### config.mk
export PLATFORM = sky130hd
export DESIGN_NAME = intercal_deposit_unit
export DESIGN_NICKNAME = d
export VERILOG_FILES = /design/src/rtl/intercal_deposit_unit.sv
export SDC_FILE = /design/constraint.sdc
export NUM_CORES = 1
export LEC_CHECK = 0
export CAP_MARGIN = 20
export CORE_MARGIN = 2
export CORE_UTILIZATION = 38
export CTS_CLUSTER_SIZE = 14
export DETAILED_ROUTE_END_ITERATION = 7
export GPL_ROUTABILITY_DRIVEN = 1
export HOLD_SLACK_MARGIN = 0.08
export SETUP_SLACK_MARGIN = 0.02
export SLEW_MARGIN = 40
export SYNTH_ARGS = -nofsm -noshare
export SYNTH_HDL_FRONTEND = slang
export SYNTH_SLANG_ARGS = --single-unit
export TNS_END_PERCENT = 10
### constraint.sdc
create_clock -name clk -period 5.5 [get_ports clk]
set_input_delay 0.55 -clock clk [delete_from_list [all_inputs] [get_ports clk]]
set_output_delay 0.55 -clock clk [all_outputs]
set_load 0.01 [all_outputs]
### src/rtl/intercal_deposit_unit.sv
// intercal_deposit_unit: multi-cycle inverse operators (UNMINGLE, DEPOSIT32,
// DEPOSIT16, PASS). A bit-serial engine handles BITS_PER_CYCLE bits per clock.
// The unit is placed behind a valid/ready handshake.
module intercal_deposit_unit #(
  parameter int unsigned BITS_PER_CYCLE = 1
) (
  input  logic        clk,
  input  logic        rst,
  input  logic        in_valid,
  output logic        in_ready,
  input  logic [1:0]  op,
  input  logic [31:0] a,
  input  logic [31:0] b,
  output logic        out_valid,
  input  logic        out_ready,
  output logic [31:0] f
);

  localparam int unsigned DW  = 32;
  localparam int unsigned BW  = 6;   // bit base counter, 0..32
  localparam int unsigned PLW = 6;   // low/full pointer, 0..32
  localparam int unsigned PHW = 5;   // high-half pointer, 0..16

  localparam logic [1:0] S_IDLE = 2'd0;
  localparam logic [1:0] S_RUN  = 2'd1;
  localparam logic [1:0] S_DONE = 2'd2;

  localparam logic [1:0] OP_UNMINGLE = 2'd0;
  localparam logic [1:0] OP_DEP32    = 2'd1;
  localparam logic [1:0] OP_DEP16    = 2'd2;

  // Reject unsupported bit-engine widths at elaboration
  generate
    if (BITS_PER_CYCLE != 1 && BITS_PER_CYCLE != 2 &&
        BITS_PER_CYCLE != 4 && BITS_PER_CYCLE != 8) begin : g_bad_bpc
      $error("intercal_deposit_unit: BITS_PER_CYCLE must be 1, 2, 4 or 8");
    end
  endgenerate

  logic [1:0]     state_q, state_d;
  logic [1:0]     op_q, op_d;
  logic [DW-1:0]  a_q, a_d;
  logic [DW-1:0]  b_q, b_d;
  logic [DW-1:0]  acc_q, acc_d;
  logic [BW-1:0]  base_q, base_d;
  logic [PLW-1:0] ptr_lo_q, ptr_lo_d;
  logic [PHW-1:0] ptr_hi_q, ptr_hi_d;
  logic [DW-1:0]  f_q, f_d;
  logic           out_valid_q, out_valid_d;

  logic [DW-1:0]  acc_step;
  logic [PLW-1:0] plo_step;
  logic [PHW-1:0] phi_step;
  logic [4:0]     idx;

  // Bit engine: one RUN step over BITS_PER_CYCLE bit indices, LSB first
  always_comb begin
    acc_step = acc_q;
    plo_step = ptr_lo_q;
    phi_step = ptr_hi_q;
    idx      = '0;
    for (int j = 0; j < int'(BITS_PER_CYCLE); j++) begin
      idx = base_q[4:0] + 5'(j);
      case (op_q)
        OP_UNMINGLE: begin
          // even bits land in [15:0], odd bits in [31:16]
          acc_step[{idx[0], idx[4:1]}] = a_q[idx];
        end
        OP_DEP32: begin
          if (b_q[idx]) begin
            acc_step[idx] = a_q[plo_step[4:0]];
            plo_step      = plo_step + 6'd1;
          end
        end
        OP_DEP16: begin
          // each half consumes source bits from its own half only
          if (b_q[idx]) begin
            if (idx[4]) begin
              acc_step[idx] = a_q[{1'b1, phi_step[3:0]}];
              phi_step      = phi_step + 5'd1;
            end else begin
              acc_step[idx] = a_q[{1'b0, plo_step[3:0]}];
              plo_step      = plo_step + 6'd1;
            end
          end
        end
        default: begin
          acc_step[idx] = a_q[idx];
        end
      endcase
    end
  end

  // Next-state and datapath update
  always_comb begin
    state_d     = state_q;
    op_d        = op_q;
    a_d         = a_q;
    b_d         = b_q;
    acc_d       = acc_q;
    base_d      = base_q;
    ptr_lo_d    = ptr_lo_q;
    ptr_hi_d    = ptr_hi_q;
    f_d         = f_q;
    out_valid_d = out_valid_q;
    case (state_q)
      S_IDLE: begin
        if (in_valid) begin
          op_d     = op;
          a_d      = a;
          b_d      = b;
          acc_d    = '0;
          base_d   = '0;
          ptr_lo_d = '0;
          ptr_hi_d = '0;
          state_d  = S_RUN;
        end
      end
      S_RUN: begin
        // once every bit has been folded into acc, publish it
        if (base_q[BW-1]) begin
          f_d         = acc_q;
          out_valid_d = 1'b1;
          state_d     = S_DONE;
        end else begin
          acc_d    = acc_step;
          ptr_lo_d = plo_step;
          ptr_hi_d = phi_step;
          base_d   = base_q + BW'(BITS_PER_CYCLE);
        end
      end
      S_DONE: begin
        if (out_ready) begin
          out_valid_d = 1'b0;
          state_d     = S_IDLE;
        end
      end
      default: begin
        state_d = S_IDLE;
      end
    endcase
  end

  // State and datapath registers
  always_ff @(posedge clk or posedge rst) begin
    if (rst) begin
      state_q     <= S_IDLE;
      op_q        <= '0;
      a_q         <= '0;
      b_q         <= '0;
      acc_q       <= '0;
      base_q      <= '0;
      ptr_lo_q    <= '0;
      ptr_hi_q    <= '0;
      f_q         <= '0;
      out_valid_q <= 1'b0;
    end else begin
      state_q     <= state_d;
      op_q        <= op_d;
      a_q         <= a_d;
      b_q         <= b_d;
      acc_q       <= acc_d;
      base_q      <= base_d;
      ptr_lo_q    <= ptr_lo_d;
      ptr_hi_q    <= ptr_hi_d;
      f_q         <= f_d;
      out_valid_q <= out_valid_d;
    end
  end

  assign in_ready  = (state_q == S_IDLE);
  assign out_valid = out_valid_q;
  assign f         = f_q;

endmodule

==> results of run 1 <==
cells by family (layout without fill, tap and decap cells):
| family | Yosys count | after routing | share of synthesized area [%] |
|---|---|---|---|
| simple gates | 393 | 393 | 20.3 |
| compound gates | 148 | 148 | 11.8 |
| xor+xnor | 7 | 7 | 0.757 |
| buf+inv | 76 | 160 | 4.10 |
| flops | 148 | 148 | 45.8 |
| mux | 101 | 101 | 16.3 |
| fa+ha+maj | 6 | 6 | 0.927 |
cell usage in the layout (no fill, tap or decap), drive strengths merged, types with 3 or more instances in the layout:
cell / count
nand2b: 9
dfrtp: 148
o211ai: 13
o21ai: 52
bufinv: 3
nand3: 16
nor3: 18
a31oi: 4
nand2: 282
mux2: 47
o31ai: 7
inv: 17
mux2i: 34
xnor2: 5
nor2: 42
or3: 5
or2: 4
clkbuf: 24
mux4: 20
clkdlybuf4s50: 103
ha: 6
buf: 9
nor3b: 5
a21oi: 29
o21a: 10
o21bai: 5
o221ai: 6
power by group:
part           leakage, nW  internal (mW)  switching, mW  total (mW)
Sequential            1.91           1.52          0.492        2.01
Combinational         2.14           1.12           1.48        2.60
Clock                0.299          0.772          0.452        1.22
Total                 4.34           3.41           2.43        5.84
tightest hold or removal path: cells and delay by family, from the launching register on:
family | cells | cell delay (ps)
and+or+nand+nor | 2 | 100
DFF | 1 | 340
cell type report:
| cell class | instances | area (sq um) | share of cell area (%) |
|---|---|---|---|
| timing repair buffer | 112 | 1100 | 11.1 |
| tap | 275 | 344 | 3.46 |
| multi-input combinational | 655 | 4100 | 41.2 |
| sequential | 148 | 3710 | 37.3 |
| clock buffer | 24 | 502 | 5.05 |
| inverter | 17 | 71.3 | 0.718 |
| clock inverter | 7 | 119 | 1.20 |
worst max-delay path by stage:
stage | end | slack, ps
global route | acc_q[7] | 1670
detailed placement | acc_q[31] | 1690
floorplan | a_q[0] | 970
CTS | acc_q[7] | 1710
finish | acc_q[7] | 1910
global placement | acc_q[7] | 1750
routing by layer:
layer / up-vias / wire (um) / global-route usage (%)
met5: - / 0 / 0
met4: 0 / 380 / 5.85
met2: 217 / 9920 / 30.4
met3: 30 / 1240 / 4.57
li1: 3165 / - / -
met1: 3197 / 10100 / 28.8
flip-flops by register name (all words and copies together), names as in the netlist:
signal and flops:
a_q 32, acc_q 32, b_q 32, f 32
base_q 6, ptr_lo_q 5, ptr_hi_q 4, op_q 2
state_q 2, out_valid 1
metrics by stage:
| step | cells | hold slack (ps) | setup slack, ps | util [%] |
|---|---|---|---|---|
| detailed placement | 1207 | 465 | 1690 | 44.4 |
| global placement | 1207 | 467 | 1750 | 44.3 |
| CTS | 1238 | 481 | 1710 | 47.4 |
| floorplan | 879 | 440 | 970 | - |
| finish | 1238 | 479 | 1910 | 47.4 |
| global route | 1238 | 501 | 1670 | 47.4 |
==> flow_summary.json, run 1 <==
{
  "finalHoldViolCount": 0,
  "maxSlewHeadroom_pct": 44.8,
  "crit_path_start": "base_q[1]",
  "setup_viol": 0,
  "cp-start-kind": "flip-flop",
  "yosysWarnings": 0,
  "cts.path.max_buffers": 2,
  "post_drt_wl_per_cell_um": 17.5,
  "ant_nets": 0,
  "path_delay_family": "compound AO/OA/AOI/OAI gates",
  "rsz0062_at_grt": "no",
  "cp_common_cell": "buf_4",
  "worstSetupPathType": "flip-flop to flip-flop",
  "remaining_drc_errors": 0,
  "ir_drop_mv": 0.327,
  "initial_utilization_pct": 38.6,
  "netlist_top_cells_count": "nand2_1, dfrtp_1, mux2_2",
  "status": "complete, no violations",
  "h-tree-depth": 4,
  "synthDominantCellAreaShare_pct": 45.8,
  "die-area_sq_mm": 0.0225,
  "drt-total-wl_um": 21600,
  "cts_hold_buf": 0,
  "finalNetCount": 1027,
  "async_flop_share_pct": 100,
  "synth_area_leader_cell": "dfrtp_1",
  "ys_seq_elements": 148,
  "max_cap_viol_count": 0,
  "dpl.hpwl_um": 14600,
  "path_cells": "buf_4 -> mux4_2 -> a31oi_1 -> nand3_1 -> nor3_2 -> buf_4 -> nor2_2 -> a41oi_4 -> o221ai_1",
  "fin_total_pwr_mw": 5.84,
  "numCtsBuffers": 17,
  "post_cts_buffers": 0,
  "root_buffer": "clkbuf_16",
  "synth_ff_type": "dfrtp_1",
  "grt_pass1_wl_um": 34900,
  "hold_start": "b_q[6]",
  "die_h_um": 150,
  "fin_crit_sh_pct": 65.2,
  "critical_path.max_fanout": 24,
  "worstReg2RegEnd": "acc_q[7]",
  "drv_slew": 0,
  "worstSetupPathDepth": 9,
  "rows": 53,
  "worstPathRequired_ps": 5780,
  "power.density_mw_per_mm2": 587,
  "yosysSeqAreaShare_pct": 45.8,
  "drive_gt1_share_pct": 13.0,
  "synth.distinct_cells": 63,
  "tns_ps": 0,
  "worstRegToRegCells": 9,
  "drt-pass1-iter-count": 5,
  "synth_area_leaders": "dfrtp_1, nand2_1, mux2_2, mux4_2, mux2i_1",
  "syn_to_final_growth_pct": 22.8,
  "fmax_mhz": 279,
  "clk_pin_slew_ps": 60,
  "timing.rr.start": "base_q[1]",
  "cp_slowest_cell": "dfrtp_1",
  "syn_avg_cell_area_sq_um": 9.21,
  "yosysMostFrequentCell": "nand2_1",
  "cp-end-kind": "flip-flop",
  "post_cts_resize_count": 0,
  "placed_area_sq_mm": 0.00931,
  "arrival_ps": 3860,
  "grt_pass1_vias": 6382,
  "gp_congestion": 0.848,
  "port_buffers": 103,
  "hp-class": "flip-flop to flip-flop",
  "fp.dieW_um": 150,
  "vias": 6609,
  "skew_ps": 11.0,
  "p_leak_nw": 4.34,
  "track_usage_pct": 20.1,
  "design_area_sq_mm": 0.00994,
  "grt_overflow": 0,
  "crit_buf_inv": 2,
  "io-pin-count": 104,
  "synth_edf_count": 0,
  "tightestPinTransition_ps": 826,
  "cpPeakStageDelay_ps": 710,
  "synthCells": 879,
  "whs_path_depth": 2,
  "synth_nets": 955,
  "grt_start_max_net_pins": 107,
  "reg2reg_slack_ps": 1910,
  "detail_route.vias_per_cell": 5.34,
  "clock_latency_ps": 430,
  "hold_path_end": "b_q[6]",
  "netlist_area_sq_mm": 0.00809,
  "num-fill-cells": 2039,
  "drtIter0Drc": 613,
  "cts_tree": "done",
  "diodes": 0,
  "min_period_ps": 3590,
  "design.core.area_sq_mm": 0.0210,
  "cts.sinks": 148,
  "antenna_found_initial": 0
}
(Power assumes the default switching activity.)
==> inputs of run 2 (changes only) <==
==> constraint.sdc (replaced) <==
create_clock -name clk -period 3.6 [get_ports clk]
set_input_delay 0.36 -clock clk [delete_from_list [all_inputs] [get_ports clk]]
set_output_delay 0.36 -clock clk [all_outputs]
set_load 0.01 [all_outputs]
==> flow_summary.json, run 2 (same netlist as run 1, synthesis figures left out) <==
{
  "rsz0062_at_grt": "no",
  "post_cts_buffers": 0,
  "setup_viol": 0,
  "ir_drop_mv": 0.473,
  "drt-pass1-iter-count": 5,
  "drtIter0Drc": 513,
  "finalHoldViolCount": 0,
  "tns_ps": 0,
  "critical_path.max_fanout": 24,
  "syn_to_final_growth_pct": 24.1,
  "numCtsBuffers": 17,
  "grt_overflow": 0,
  "drt-total-wl_um": 21900,
  "ant_nets": 0,
  "diodes": 0,
  "grt_pass1_wl_um": 35700,
  "worstRegToRegCells": 9,
  "final_cell_mix": "nand2_1, dfrtp_1, clkdlybuf4s50_1, mux2_2, nor2_1",
  "power.density_mw_per_mm2": 897,
  "num-fill-cells": 2037,
  "gp_congestion": 0.884,
  "track_usage_pct": 20.4,
  "grt_start_max_net_pins": 149,
  "post_cts_resize_count": 0,
  "antenna_found_initial": 0,
  "clk_pin_slew_ps": 60,
  "cpPeakStageDelay_ps": 670,
  "clock_latency_ps": 430,
  "initial_utilization_pct": 38.6,
  "vias": 6714,
  "cp-start-kind": "flip-flop",
  "worstSetupPathType": "flip-flop to flip-flop",
  "cp_slowest_cell": "dfrtp_1",
  "multi_input_area_sq_mm": 0.00408,
  "dpl.hpwl_um": 14900,
  "die_h_um": 150,
  "maxSlewHeadroom_pct": 51.8,
  "path_cells": "buf_4 -> mux2_1 -> or3_1 -> a311oi_1 -> nor3_4 -> nor3b_2 -> a41oi_4 -> buf_4 -> o221ai_1",
  "cts_tree": "done",
  "fin_crit_sh_pct": 88.5,
  "final_common_cell": "nand2_1",
  "grt_pass1_vias": 6609,
  "remaining_drc_errors": 0,
  "ff_latch_area_sq_mm": 0.00370,
  "cts.sinks": 148,
  "cts_hold_buf": 0,
  "h-tree-depth": 4,
  "detail_route.vias_per_cell": 5.35,
  "holdWs_ps": 357,
  "tightestPinTransition_ps": 721,
  "design.core.area_sq_mm": 0.0210,
  "finalNetCount": 1044,
  "status": "complete, no violations",
  "worstPathRequired_ps": 3890,
  "cts.path.max_buffers": 2,
  "post_drt_wl_per_cell_um": 17.4,
  "hp-class": "primary input to asynchronous set/reset pin",
  "cp-end-kind": "flip-flop",
  "min_period_ps": 3180,
  "max_cap_viol_count": 0,
  "port_buffers": 103,
  "cp_common_cell": "buf_4",
  "root_buffer": "clkbuf_16",
  "io-pin-count": 104,
  "drive_gt1_share_pct": 14.0,
  "die-area_sq_mm": 0.0225,
  "rows": 53,
  "fp.dieW_um": 150,
  "fmax_mhz": 314,
  "drv_slew": 0,
  "fin_util_pct": 47.9,
  "p_leak_nw": 4.41,
  "arrival_ps": 3470,
  "skew_ps": 8.01
}
## run 2: cell count changes in the layout (fill, tap and decap cells not counted), sizes merged
cell / change
clkbuf: -4
buf: +17
clkinv: +3
clkinvlp: +3
inv: -1
## run 2: report_power, final
part	internal, mW	switching [mW]
logic	1.81	2.35
clock network	1.09	0.713
registers	2.32	0.723
total	5.22	3.78
## run 2: through the flow
stage                     worst slack (ps)  cells  power, mW  cell area, sq um
final                                  415   1256       9.01             10000
after global routing                   233   1256       9.63             10000
after CTS                              353   1255       9.01             10000
after detailed placement               349   1223       7.17              9420
after global placement                 462   1223       7.07              9410
after floorplan                       1210    879       5.74              8100
## run 2: area by class of cell
class / instances / share of cell area [%]
tap: 275 / 3.43
inverter: 17 / 0.673
sequential: 148 / 36.9
clock buffer: 20 / 4.35
multi-input combinational: 655 / 40.6
clock inverter: 12 / 1.56
timing repair buffer: 129 / 12.5
## run 2: final timing paths
path | to | from | slack, ps
max reg2reg | acc_q[7] | base_q[1] | 420
min reg2reg | b_q[26] | b_q[26] | 470
min | f[16] | rst | 360
max in group asynchronous | base_q[0] | rst | 2450
min in group clk | a_q[30] | a[30] | 460
max | acc_q[7] | base_q[1] | 420
## run 2: critical path: cells and delay by family (launching register included)
family | cells | cell delay (ps)
muxes | 1 | 340
DFF | 1 | 670
and+or+nand+nor | 3 | 690
AOI/OAI and AO/OA | 3 | 710
buffers and inverters | 2 | 610
## run 2: metal layers
layer | vias to the layer above | global-route usage, % | share of wire (%)
li1 | 3200 | - | -
met1 | 3262 | 28.2 | 46
met3 | 26 | 4.48 | 6.0
met2 | 226 | 32.1 | 47
met5 | - | 0 | 0
met4 | 0 | 5.99 | 1.4
==> inputs of run 3 (changes only) <==
--- a/config.mk
+++ b/config.mk
@@ -8,10 +8,10 @@
 export CAP_MARGIN = 20
 export CORE_MARGIN = 2
 export CORE_UTILIZATION = 38
-export CTS_CLUSTER_SIZE = 14
 export DETAILED_ROUTE_END_ITERATION = 7
 export GPL_ROUTABILITY_DRIVEN = 1
 export HOLD_SLACK_MARGIN = 0.08
+export PLACE_DENSITY = 0.65
 export SETUP_SLACK_MARGIN = 0.02
 export SLEW_MARGIN = 40
 export SYNTH_ARGS = -nofsm -noshare
==> flow_summary.json, run 3 (same netlist as run 1, synthesis figures left out) <==
{
  "io-pin-count": 104,
  "grt_start_max_net_pins": 75,
  "vias": 6738,
  "design.core.area_sq_mm": 0.0210,
  "crit_path_start": "base_q[1]",
  "power.density_mw_per_mm2": 893,
  "hp-class": "primary input to asynchronous set/reset pin",
  "cpPeakStageDelay_ps": 610,
  "cp-start-kind": "flip-flop",
  "fmax_mhz": 314,
  "diodes": 0,
  "worstReg2RegEnd": "acc_q[29]",
  "setup_viol": 0,
  "ff_latch_area_sq_mm": 0.00370,
  "max_cap_viol_count": 0,
  "crit_buf_inv": 3,
  "tightestPinTransition_ps": 901,
  "min_period_ps": 3190,
  "multi_input_area_sq_mm": 0.00408,
  "numCtsBuffers": 17,
  "design_area_sq_mm": 0.0101,
  "root_buffer": "clkbuf_16",
  "clk_pin_slew_ps": 60,
  "fin_crit_sh_pct": 88.6,
  "cp_common_cell": "buf_4",
  "path_delay_family": "simple AND/OR/NAND/NOR gates",
  "status": "complete, no violations",
  "antenna_found_initial": 0,
  "post_cts_buffers": 0,
  "rows": 53,
  "cts.path.max_buffers": 2,
  "drive_gt1_share_pct": 13.9,
  "final_common_cell": "nand2_1",
  "maxSlewHeadroom_pct": 39.7,
  "post-place-cells": 1226,
  "finalHoldViolCount": 0,
  "die_h_um": 150,
  "ant_nets": 0,
  "h-tree-depth": 4,
  "gp_congestion": 0.877,
  "cts_hold_buf": 0,
  "cp_slowest_cell": "dfrtp_1",
  "track_usage_pct": 20.1,
  "reg2reg_slack_ps": 410,
  "final_cell_mix": "nand2_1, dfrtp_1, clkdlybuf4s50_1, mux2_2, nor2_1",
  "timing.rr.start": "base_q[1]",
  "drt-pass1-iter-count": 6,
  "worstSetupPathType": "flip-flop to flip-flop",
  "p_leak_nw": 4.43,
  "pre_cts_slack_ps": 442,
  "rsz0062_at_grt": "no",
  "grt_pass1_wl_um": 35400,
  "num-fill-cells": 2055,
  "setup_ws_ps": 411,
  "finalNonFillerCells": 1256,
  "skew_ps": 10.7,
  "detail_route.vias_per_cell": 5.36,
  "port_buffers": 103,
  "drtIter0Drc": 574,
  "drv_slew": 0,
  "post_drt_wl_per_cell_um": 17.2,
  "critical_path.max_fanout": 22,
  "die-area_sq_mm": 0.0225,
  "cts.sinks": 148,
  "initial_utilization_pct": 38.6,
  "fin_util_pct": 48.1,
  "ir_drop_mv": 0.415,
  "fp.dieW_um": 150,
  "syn_to_final_growth_pct": 24.4,
  "cts_tree": "done",
  "worstRegToRegCells": 10,
  "placed_area_sq_mm": 0.00949,
  "dpl.hpwl_um": 15200,
  "grt_overflow": 0,
  "finalNetCount": 1046,
  "tns_ps": 0,
  "arrival_ps": 3530,
  "cp-end-kind": "flip-flop",
  "remaining_drc_errors": 0,
  "grt_pass1_vias": 6623,
  "clock_latency_ps": 430,
  "post_cts_resize_count": 0,
  "path_cells": "buf_4 -> buf_4 -> mux4_2 -> a22oi_1 -> nand3_1 -> nor3_2 -> buf_4 -> or2_1 -> o21ai_0 -> o211ai_1",
  "worstPathRequired_ps": 3940,
  "drt-total-wl_um": 21600
}
## run 3: through the flow
step | total power [mW] | hold slack [ps]
global route | 9.59 | 352
detailed placement | 7.21 | 462
global placement | 7.10 | 458
floorplan | 5.74 | 440
CTS | 9.00 | 334
finish | 8.99 | 321
## run 3: worst reg2reg max path, delay by kind of cell (launching register included)
kind            cells  cell delay, ps
flops               1             610
compound gates      3             580
buf+inv             3             790
simple gates        3             820
mux                 1             300
## run 3: report_power, final
group | internal (mW) | switching, mW | total, mW
sequential | 2.32 | 0.648 | 2.97
combinational | 1.84 | 2.42 | 4.26
clock | 1.07 | 0.691 | 1.76
## run 3: layout make-up
class                   count  area share, %
repair buffers            131           12.9
well taps                 275           3.42
multi-input cells         655           40.5
clock buffers              23           4.75
inverters                  17          0.671
clock inverters             7          0.982
flip-flops and latches    148           36.8
## run 3: worst max-delay path by stage
stage,endpoint,slack (ps),depth (start not counted)
after global routing,acc_q[24],170,10
final,acc_q[29],410,10
after floorplan,acc_q[14],1210,8
after CTS,acc_q[29],400,10
after global placement,acc_q[10],490,10
after detailed placement,acc_q[29],440,10
## run 3: routing by layer
metal / wire length (um) / global-route usage, % / vias up
li1: - / - / 3200
met1: 9970 / 28.3 / 3271
met2: 10100 / 31.3 / 231
met3: 1030 / 4.15 / 36
met4: 486 / 6.32 / 0
met5: 0 / 0 / -
